===== src/rtl/mem_stage.sv =====
// Memory stage of the 5-stage MIPS pipeline: latches execute results, issues the
// data-memory request and holds the pipeline until dhit.
module mem_stage #(
  parameter int unsigned WORD_W = 32,
  parameter int unsigned REG_W  = 5
) (
  input  logic              CLK,
  input  logic              nRST,
  input  logic              ihit,
  input  logic              dhit,
  input  logic              flush,
  input  logic [WORD_W-1:0] ex_ALUOut,
  input  logic [WORD_W-1:0] ex_storeData,
  input  logic [WORD_W-1:0] ex_nPC,
  input  logic [WORD_W-1:0] ex_lui,
  input  logic [1:0]        ex_regSel,
  input  logic              ex_regWr,
  input  logic [REG_W-1:0]  ex_regDst,
  input  logic              ex_dREN,
  input  logic              ex_dWEN,
  input  logic              ex_halt,
  output logic              dmemREN,
  output logic              dmemWEN,
  output logic [WORD_W-1:0] dmemaddr,
  output logic [WORD_W-1:0] dmemstore,
  output logic              mem_stall,
  output logic [1:0]        regSel,
  output logic [WORD_W-1:0] nPC,
  output logic [WORD_W-1:0] ALUOut,
  output logic [WORD_W-1:0] lui,
  output logic              regWr,
  output logic [REG_W-1:0]  regDst,
  output logic [WORD_W-1:0] fwd_data,
  output logic              fwd_valid,
  output logic              load_hazard,
  output logic              halt
);

  localparam logic [1:0] IDLE = 2'd0;
  localparam logic [1:0] REQ  = 2'd1;
  localparam logic [1:0] DONE = 2'd2;

  logic [1:0]        state_q, state_d;
  logic              flush_pend_q, flush_pend_d;
  logic              capture, bubble, advance, in_req;
  logic [WORD_W-1:0] alu_q, store_q, npc_q, lui_q;
  logic [1:0]        regsel_q;
  logic              regwr_q;
  logic [REG_W-1:0]  regdst_q;
  logic              dren_q, dwen_q, halt_q;

  assign in_req    = (state_q == REQ);
  assign mem_stall = in_req & ~dhit;
  assign advance   = ihit & ~mem_stall;

  always_comb begin
    state_d      = state_q;
    flush_pend_d = flush_pend_q;
    capture      = 1'b0;
    bubble       = 1'b0;
    case (state_q)
      REQ: begin
        if (dhit) begin
          // A flush seen during the access kills the instruction once it completes.
          if (flush | flush_pend_q) begin
            bubble       = 1'b1;
            state_d      = IDLE;
            flush_pend_d = 1'b0;
          end else if (advance) begin
            capture = 1'b1;
          end else begin
            state_d = DONE;
          end
        end else if (flush) begin
          flush_pend_d = 1'b1;
        end
      end
      default: begin
        if (flush) begin
          bubble  = 1'b1;
          state_d = IDLE;
        end else if (advance) begin
          capture = 1'b1;
        end
      end
    endcase
    if (capture) begin
      state_d = (ex_dREN | ex_dWEN) ? REQ : IDLE;
    end
  end

  always_ff @(posedge CLK or negedge nRST) begin
    if (!nRST) begin
      state_q      <= IDLE;
      flush_pend_q <= 1'b0;
      alu_q        <= '0;
      store_q      <= '0;
      npc_q        <= '0;
      lui_q        <= '0;
      regsel_q     <= 2'd0;
      regwr_q      <= 1'b0;
      regdst_q     <= '0;
      dren_q       <= 1'b0;
      dwen_q       <= 1'b0;
      halt_q       <= 1'b0;
    end else begin
      state_q      <= state_d;
      flush_pend_q <= flush_pend_d;
      if (capture) begin
        alu_q    <= ex_ALUOut;
        store_q  <= ex_storeData;
        npc_q    <= ex_nPC;
        lui_q    <= ex_lui;
        regsel_q <= ex_regSel;
        regwr_q  <= ex_regWr;
        regdst_q <= ex_regDst;
        // Simultaneous read and write is treated as a store.
        dren_q   <= ex_dREN & ~ex_dWEN;
        dwen_q   <= ex_dWEN;
        halt_q   <= halt_q | ex_halt;
      end else if (bubble) begin
        regsel_q <= 2'd0;
        regwr_q  <= 1'b0;
        dren_q   <= 1'b0;
        dwen_q   <= 1'b0;
      end
    end
  end

  assign dmemREN   = in_req & dren_q & ~dwen_q;
  assign dmemWEN   = in_req & dwen_q;
  assign dmemaddr  = in_req ? alu_q : '0;
  assign dmemstore = in_req ? store_q : '0;

  assign regSel = regsel_q;
  assign nPC    = npc_q;
  assign ALUOut = alu_q;
  assign lui    = lui_q;
  assign regWr  = regwr_q;
  assign regDst = regdst_q;
  assign halt   = halt_q;

  always_comb begin
    fwd_data = '0;
    case (regsel_q)
      2'd0:    fwd_data = alu_q;
      2'd1:    fwd_data = npc_q;
      2'd2:    fwd_data = lui_q;
      default: fwd_data = '0;
    endcase
  end

  assign fwd_valid   = regwr_q & (regsel_q != 2'd3);
  assign load_hazard = regwr_q & (regsel_q == 2'd3);

endmodule


===== config.mk =====
export PLATFORM = sky130hd
export DESIGN_NAME = mem_stage
export DESIGN_NICKNAME = d
export VERILOG_FILES = /design/src/rtl/mem_stage.sv
export SDC_FILE = /design/constraint.sdc
export NUM_CORES = 1
export LEC_CHECK = 0
export BUFFER_PORTS_ARGS = -buffer_cell sky130_fd_sc_hd__buf_2
export CAP_MARGIN = 10
export CORE_AREA = 2 2 137 139
export DETAILED_ROUTE_END_ITERATION = 16
export DIE_AREA = 0 0 139 141
export PLACE_DENSITY_LB_ADDON = 0.05
export SLEW_MARGIN = 20
export SYNTH_ARGS = -nofsm -noshare
export SYNTH_HDL_FRONTEND = slang
export SYNTH_SLANG_ARGS = --single-unit

===== constraint.sdc =====
create_clock -name CLK -period 1.5 [get_ports CLK]
set_clock_uncertainty 0.15 [all_clocks]
set_input_delay 0 -clock CLK [delete_from_list [all_inputs] [get_ports CLK]]
set_output_delay 0 -clock CLK [all_outputs]
set_load 0.02 [all_outputs]

==> flow_metrics.tcl, run 1 <==
set metrics [dict create \
    wl_per_cell_um 19.60 \
    ys_seq_elements 142 \
    initial_core_util 0.3542 \
    synth_seq_area_share 0.5492 \
    cap_violations 0 \
    area_growth_pct 91.41 \
    crit_fanout 16 \
    grt_usage 0.2253 \
    wirelength_met1_um 9769 \
    die_w_um 139 \
    clock_latency_ns 0.41 \
    numCtsBuffers 17 \
    fp.dieH_um 141 \
    rows 50 \
    coreArea_sq_um 18270 \
    final_util 0.6779 \
    port_buffers 349 \
    swShare 0.3494 \
    p_per_area_nw_per_um2 1340 \
    crit_type "reg -> reg" \
    via_per_inst 4.796 \
    worstPathRequired_ns 1.64 \
    slew_violations 0 \
    cts.path.max_buffers 2 \
    dp.cells 1076 \
    cp.arrival_ns 1.96 \
    comb_power_share 0.402 \
    p_clk_frac 0.269 \
    endpoint_kind "register" \
    yosys.area.top_type_share 0.5492 \
    critPathLaunch "state_q[0]" \
    path_common_cell "buf_12" \
    wl_met3_um 1770 \
    seqPwrFrac 0.329 \
    dp_hpwl_um 14690 \
    worst-slew-pin-transition_ns 0.3342 \
    wl_met2_um 12640 \
    clk_pin_slew_ns 0.06 \
    antenna_found_initial 1 \
    internal-power_mw 10.80 \
    switchingPower_mw 5.800 \
    overflow 0 \
    fin_crit_sh 1.211 \
    power.leakage_nw 5.838 \
    syn_area_sq_um 6470 \
    root_buffer "clkbuf_16" \
    final_cells 1282 \
    antenna_left 0 \
    final.fill_count 1329 \
    cts_tree "yes" \
    max_freq_ghz 0.5507 \
    grt_pass1_vias 6462 \
    fin_ws_ns -0.3158 \
    drc 0 \
    status "finished with violations" \
    avgSynthCellArea_sq_um 13.02 \
    num_vias 6148 \
    syn_nets 641 \
    critPathSlowestCell "dfrtp_1" \
    layout-drive-gt1-share 0.5740 \
    cts.sinks 142 \
    synth_top_cell_by_area "dfrtp_1" \
    finalSetupViolCount 241 \
    hold_viol 0 \
    start_kind "register" \
    hold_slack_ns 0.1750 \
    dieArea_sq_um 19600 \
    synth_cell_type_count 29 \
    drt-total-wl_um 25130 \
    grt_max_degree 54 \
    highest_layer "met4" \
    path_cells "nor2b_4 -> buf_12 -> a21oi_4 -> buf_4 -> buf_12 -> mux2_2" \
    yosys_warnings 0 \
    ir_drop_uv 773.3 \
    drt_iter0_drc 185 \
    synth_area_leaders "dfrtp_1 55%, mux2_1 16%, mux2_2 7.0%, and2_1 6.3%, mux2i_1 5.0%" \
    slew_headroom 0.7772 \
    ios 350 \
    rsz0062_at_grt "yes" \
    first_pass_iters 4 \
    h-tree-depth 4 \
    syn_inst 497 \
    r2r-start "state_q[0]" \
    layout.nets 1178 \
    hold_class "in -> reg" \
    place_congestion 0.7966 \
    period_needed_ns 1.816 \
    min-delay-start "ex_halt" \
    slowest_delay_ns 0.37 \
    grt_pass1_wl_um 34300 \
    violations "setup timing" \
]
cell type report:
| cell class | instances | area, sq um | share of cell area |
|---|---|---|---|
| timing repair buffer | 551 | 4705 | 0.3799 |
| sequential | 142 | 3556 | 0.2871 |
| multi-input combinational | 320 | 3199 | 0.2583 |
| clock buffer | 19 | 432.9 | 0.03496 |
| tap | 234 | 292.8 | 0.02364 |
| clock inverter | 13 | 188.9 | 0.01526 |
| inverter | 2 | 7.507 | 0.0006062 |
| antenna | 1 | 2.502 | 0.0002021 |
critical path, delay by kind of cell, from the launching register on:
family	cells	cell delay (ns)
AND/OR/NAND/NOR	1	0.15
AO/OA/AOI/OAI	1	0.18
multiplexers	1	0.34
buffers and inverters	3	0.50
flip-flops	1	0.37
synth_stat cells (all sizes together):
cell,instances
a21o,1
a22o,4
nand2,32
nor2,1
mux2i,32
inv,2
and3b,1
nand2b,4
o32ai,1
dfrtp,142
mux2,133
and2,65
o21ai,33
a31oi,1
and3,1
or2,1
a21oi,3
clkbuf,14
nor3b,1
a21boi,1
buf,19
a32o,2
nor3,1
nor2b,2
cell usage in the layout, fill, tap and decap left out, types with 4 or more instances in the layout:
cell and n:
bufinv_16 4, a22o_1 4, mux2_2 26, clkinvlp_4 5
buf_6 86, mux2i_2 6, buf_4 38, nand2_2 14
buf_2 248, nand2_1 11, mux2i_1 24, dfrtp_1 140
mux2_4 29, and2_1 24, and2_4 41, clkbuf_16 29
dlygate4sd3_1 144, buf_12 17, mux2_1 78, o21ai_1 4
nand2_4 7, o21ai_2 27
registers in the layout, summed over array words and instances (netlist names), 2 cells and up:
| name | cells |
|---|---|
| ALUOut | 32 |
| lui | 32 |
| nPC | 32 |
| regDst | 5 |
| regSel | 2 |
| state_q | 2 |
| store_q | 32 |
power groups by stage:
stage	logic, mW	clock network (mW)	registers [mW]
global route	7.01	4.77	5.57
detailed placement	4.94	0	5.41
global placement	4.89	0	5.36
finish	6.67	4.47	5.46
floorplan	2.25	0	6.04
CTS	5.77	4.59	5.35
per-layer routing:
metal  GRT usage  up-vias
met5           0        -
met1      0.2525     3020
met2      0.4042      265
li1            -     2806
met4     0.09091        0
met3     0.06488       57
final timing paths:
| check | endpoint | slack [ns] | cells past startpoint |
|---|---|---|---|
| max | ALUOut[11] | -0.32 | 6 |
| min | halt | 0.18 | 3 |
| max reg2reg | ALUOut[11] | -0.32 | 6 |
| min reg2reg | halt | 0.31 | 1 |
| max in group asynchronous | store_q[7] | 0.14 | 4 |
| min in group asynchronous | nPC[20] | 0.44 | 3 |
timing repair:
item / CTS / global route
pin swaps: 3 / 24
endpoints found under the setup margin: 235 / 241
gates cloned: 4 / 16
hold buffers: 144 / 0
resized for setup: 121 / 191
endpoints found under the hold margin: 284 / 0
buffers inserted: 4 / 6
cell families (layout without fill, tap and decap cells):
family	count (synthesis)	in the layout	synth area share
AOI/OAI and AO/OA	46	46	0.04158
buffers and inverters	35	585	0.03404
DFF	142	142	0.5492
muxes	165	165	0.2810
other	0	1	0
and+or+nand+nor	109	109	0.09418
stage by stage:
| stage | setup slack, ns | power (mW) | area [sq um] | TNS (ns) |
|---|---|---|---|---|
| after global routing | -0.3597 | 17.34 | 12380 | -73.13 |
| after floorplan | -0.1325 | 8.286 | 6609 | -14.50 |
| after detailed placement | -0.1830 | 10.35 | 8817 | -30.23 |
| final | -0.3158 | 16.60 | 12380 | -62.42 |
| after CTS | -0.3026 | 15.71 | 11350 | -61.73 |
| after global placement | -0.1600 | 10.26 | 8817 | -24.03 |
No activity file was read; power rests on OpenSTA's default activity.
==> inputs of run 2 (changes only) <==
--- a/config.mk
+++ b/config.mk
@@ -7,9 +7,9 @@
 export LEC_CHECK = 0
 export BUFFER_PORTS_ARGS = -buffer_cell sky130_fd_sc_hd__buf_2
 export CAP_MARGIN = 10
-export CORE_AREA = 2 2 137 139
+export CORE_MARGIN = 5
+export CORE_UTILIZATION = 41
 export DETAILED_ROUTE_END_ITERATION = 16
-export DIE_AREA = 0 0 139 141
 export PLACE_DENSITY_LB_ADDON = 0.05
 export SLEW_MARGIN = 20
 export SYNTH_ARGS = -nofsm -noshare
==> flow_metrics.tcl, run 2 (synthesis results as in run 1) <==
set metrics [dict create \
    status "finished with violations" \
    violations "setup timing" \
    die_w_um 135.6 \
    finalSetupViolCount 240 \
    p_per_area_nw_per_um2 1351 \
    hold_class "in -> reg" \
    dieArea_sq_um 18390 \
    area_growth_pct 92.42 \
    endpoint_kind "register" \
    cts_tree "yes" \
    fp.dieH_um 135.6 \
    h-tree-depth 4 \
    antenna_left 0 \
    max_freq_ghz 0.5406 \
    crit_type "reg -> reg" \
    first_pass_iters 4 \
    initial_core_util 0.4133 \
    grt_pass1_vias 6684 \
    overflow 0 \
    root_buffer "clkbuf_16" \
    num_vias 6274 \
    worstPathRequired_ns 1.65 \
    clk_pin_slew_ns 0.06 \
    ios 350 \
    slew_headroom 0.6891 \
    fin_crit_sh 1.233 \
    clock_latency_ns 0.41 \
    crit_fanout 7 \
    period_needed_ns 1.850 \
    numCtsBuffers 17 \
    grt_pass1_wl_um 36400 \
    coreArea_sq_um 15660 \
    dp.cells 1058 \
    final_common_cell "buf_2" \
    cap_violations 0 \
    drt_iter0_drc 246 \
    start_kind "register" \
    cts.path.max_buffers 2 \
    via_per_inst 4.956 \
    worst-slew-pin-transition_ns 0.4663 \
    power.leakage_nw 6.082 \
    dp_hpwl_um 15710 \
    rows 46 \
    hold_viol 0 \
    layout.nets 1180 \
    drt-total-wl_um 27350 \
    layout-drive-gt1-share 0.6025 \
    rsz0062_at_grt "yes" \
    grt_max_degree 39 \
    port_buffers 349 \
    final_util 0.7952 \
    wl_per_cell_um 21.60 \
    fin_ws_ns -0.3497 \
    setup_tns_ns -66.91 \
    cts.sinks 142 \
    slew_violations 0 \
    ir_drop_uv 790.3 \
    drc 0 \
    grt_usage 0.2556 \
    place_congestion 0.8243 \
    antenna_found_initial 1 \
    cp.arrival_ns 2.00 \
    mostFrequentLayoutCells "259 x buf_2, 144 x dlygate4sd3_1, 140 x dfrtp_1, 106 x mux2_4, 67 x buf_4" \
    final_cells 1266 \
]
==> run 2: cell count changes in the layout (fill, tap and decap cells not counted), moves of 7 or more <==
cell / change
and2_1: +41
and2_4: -41
buf_2: +11
buf_4: +29
buf_6: -38
mux2_1: -75
mux2_4: +77
nand2_1: +7
nand2_2: -12
==> run 2: final cells by class <==
class,instances,area (sq um)
timing repair buffer,553,4582
sequential,142,3556
multi-input combinational,320,3417
fill,928,3206
clock buffer,24,511.7
tap,216,270.3
clock inverter,8,102.6
inverter,2,7.507
antenna,1,2.502
==> run 2: layer usage <==
layer	track usage	vias to the layer above	part of all wire
li1	-	2811	-
met1	0.2789	3135	0.37
met2	0.4690	281	0.54
met3	0.08321	47	0.076
met4	0.08063	0	0.020
met5	0	-	0
==> run 2: timing repair <==
action / in CTS / in global routing
setup buffers: 8 / 6
cloned: 6 / 13
hold endpoints to repair: 284 / 0
resized for setup: 160 / 143
pin swaps: 4 / 13
endpoints found under the setup margin: 235 / 241
hold buffers: 144 / 0
==> run 2: critical path: stages (launching register included) <==
cell and delay [ns]:
dfrtp_1 0.38, nor2b_4 0.14, buf_6 0.12, a21oi_4 0.17, buf_12 0.16, clkbuf_16 0.16
clkbuf_16 0.16, mux2_4 0.30
==> run 2: final timing paths <==
| check | start | endpoint | slack [ns] | cells after the start |
|---|---|---|---|---|
| max | state_q[0] | ALUOut[20] | -0.35 | 7 |
| min | ex_halt | halt | 0.18 | 3 |
| max reg2reg | state_q[0] | ALUOut[20] | -0.35 | 7 |
| min reg2reg | halt | halt | 0.34 | 1 |
| max in group asynchronous | nRST | regSel[1] | 0.18 | 4 |
| min in group asynchronous | nRST | ALUOut[17] | 0.44 | 3 |
==> run 2: power by group <==
part | internal, mW | total [mW] | switching, mW
Clock | 2.72 | 4.35 | 1.64
Combinational | 3.50 | 6.96 | 3.45
Sequential | 4.69 | 5.51 | 0.813
==> run 2: stage by stage <==
step / setup WS (ns) / area [sq um] / hold WS [ns] / power (mW)
final: -0.3497 / 12450 / 0.1842 / 16.82
after global routing: -0.3745 / 12450 / 0.1856 / 17.48
after CTS: -0.3015 / 11570 / 0.1614 / 15.81
after detailed placement: -0.2122 / 8782 / -0.2225 / 10.38
after global placement: -0.1917 / 8782 / -0.2242 / 10.28
after floorplan: -0.1325 / 6609 / -0.4456 / 8.286
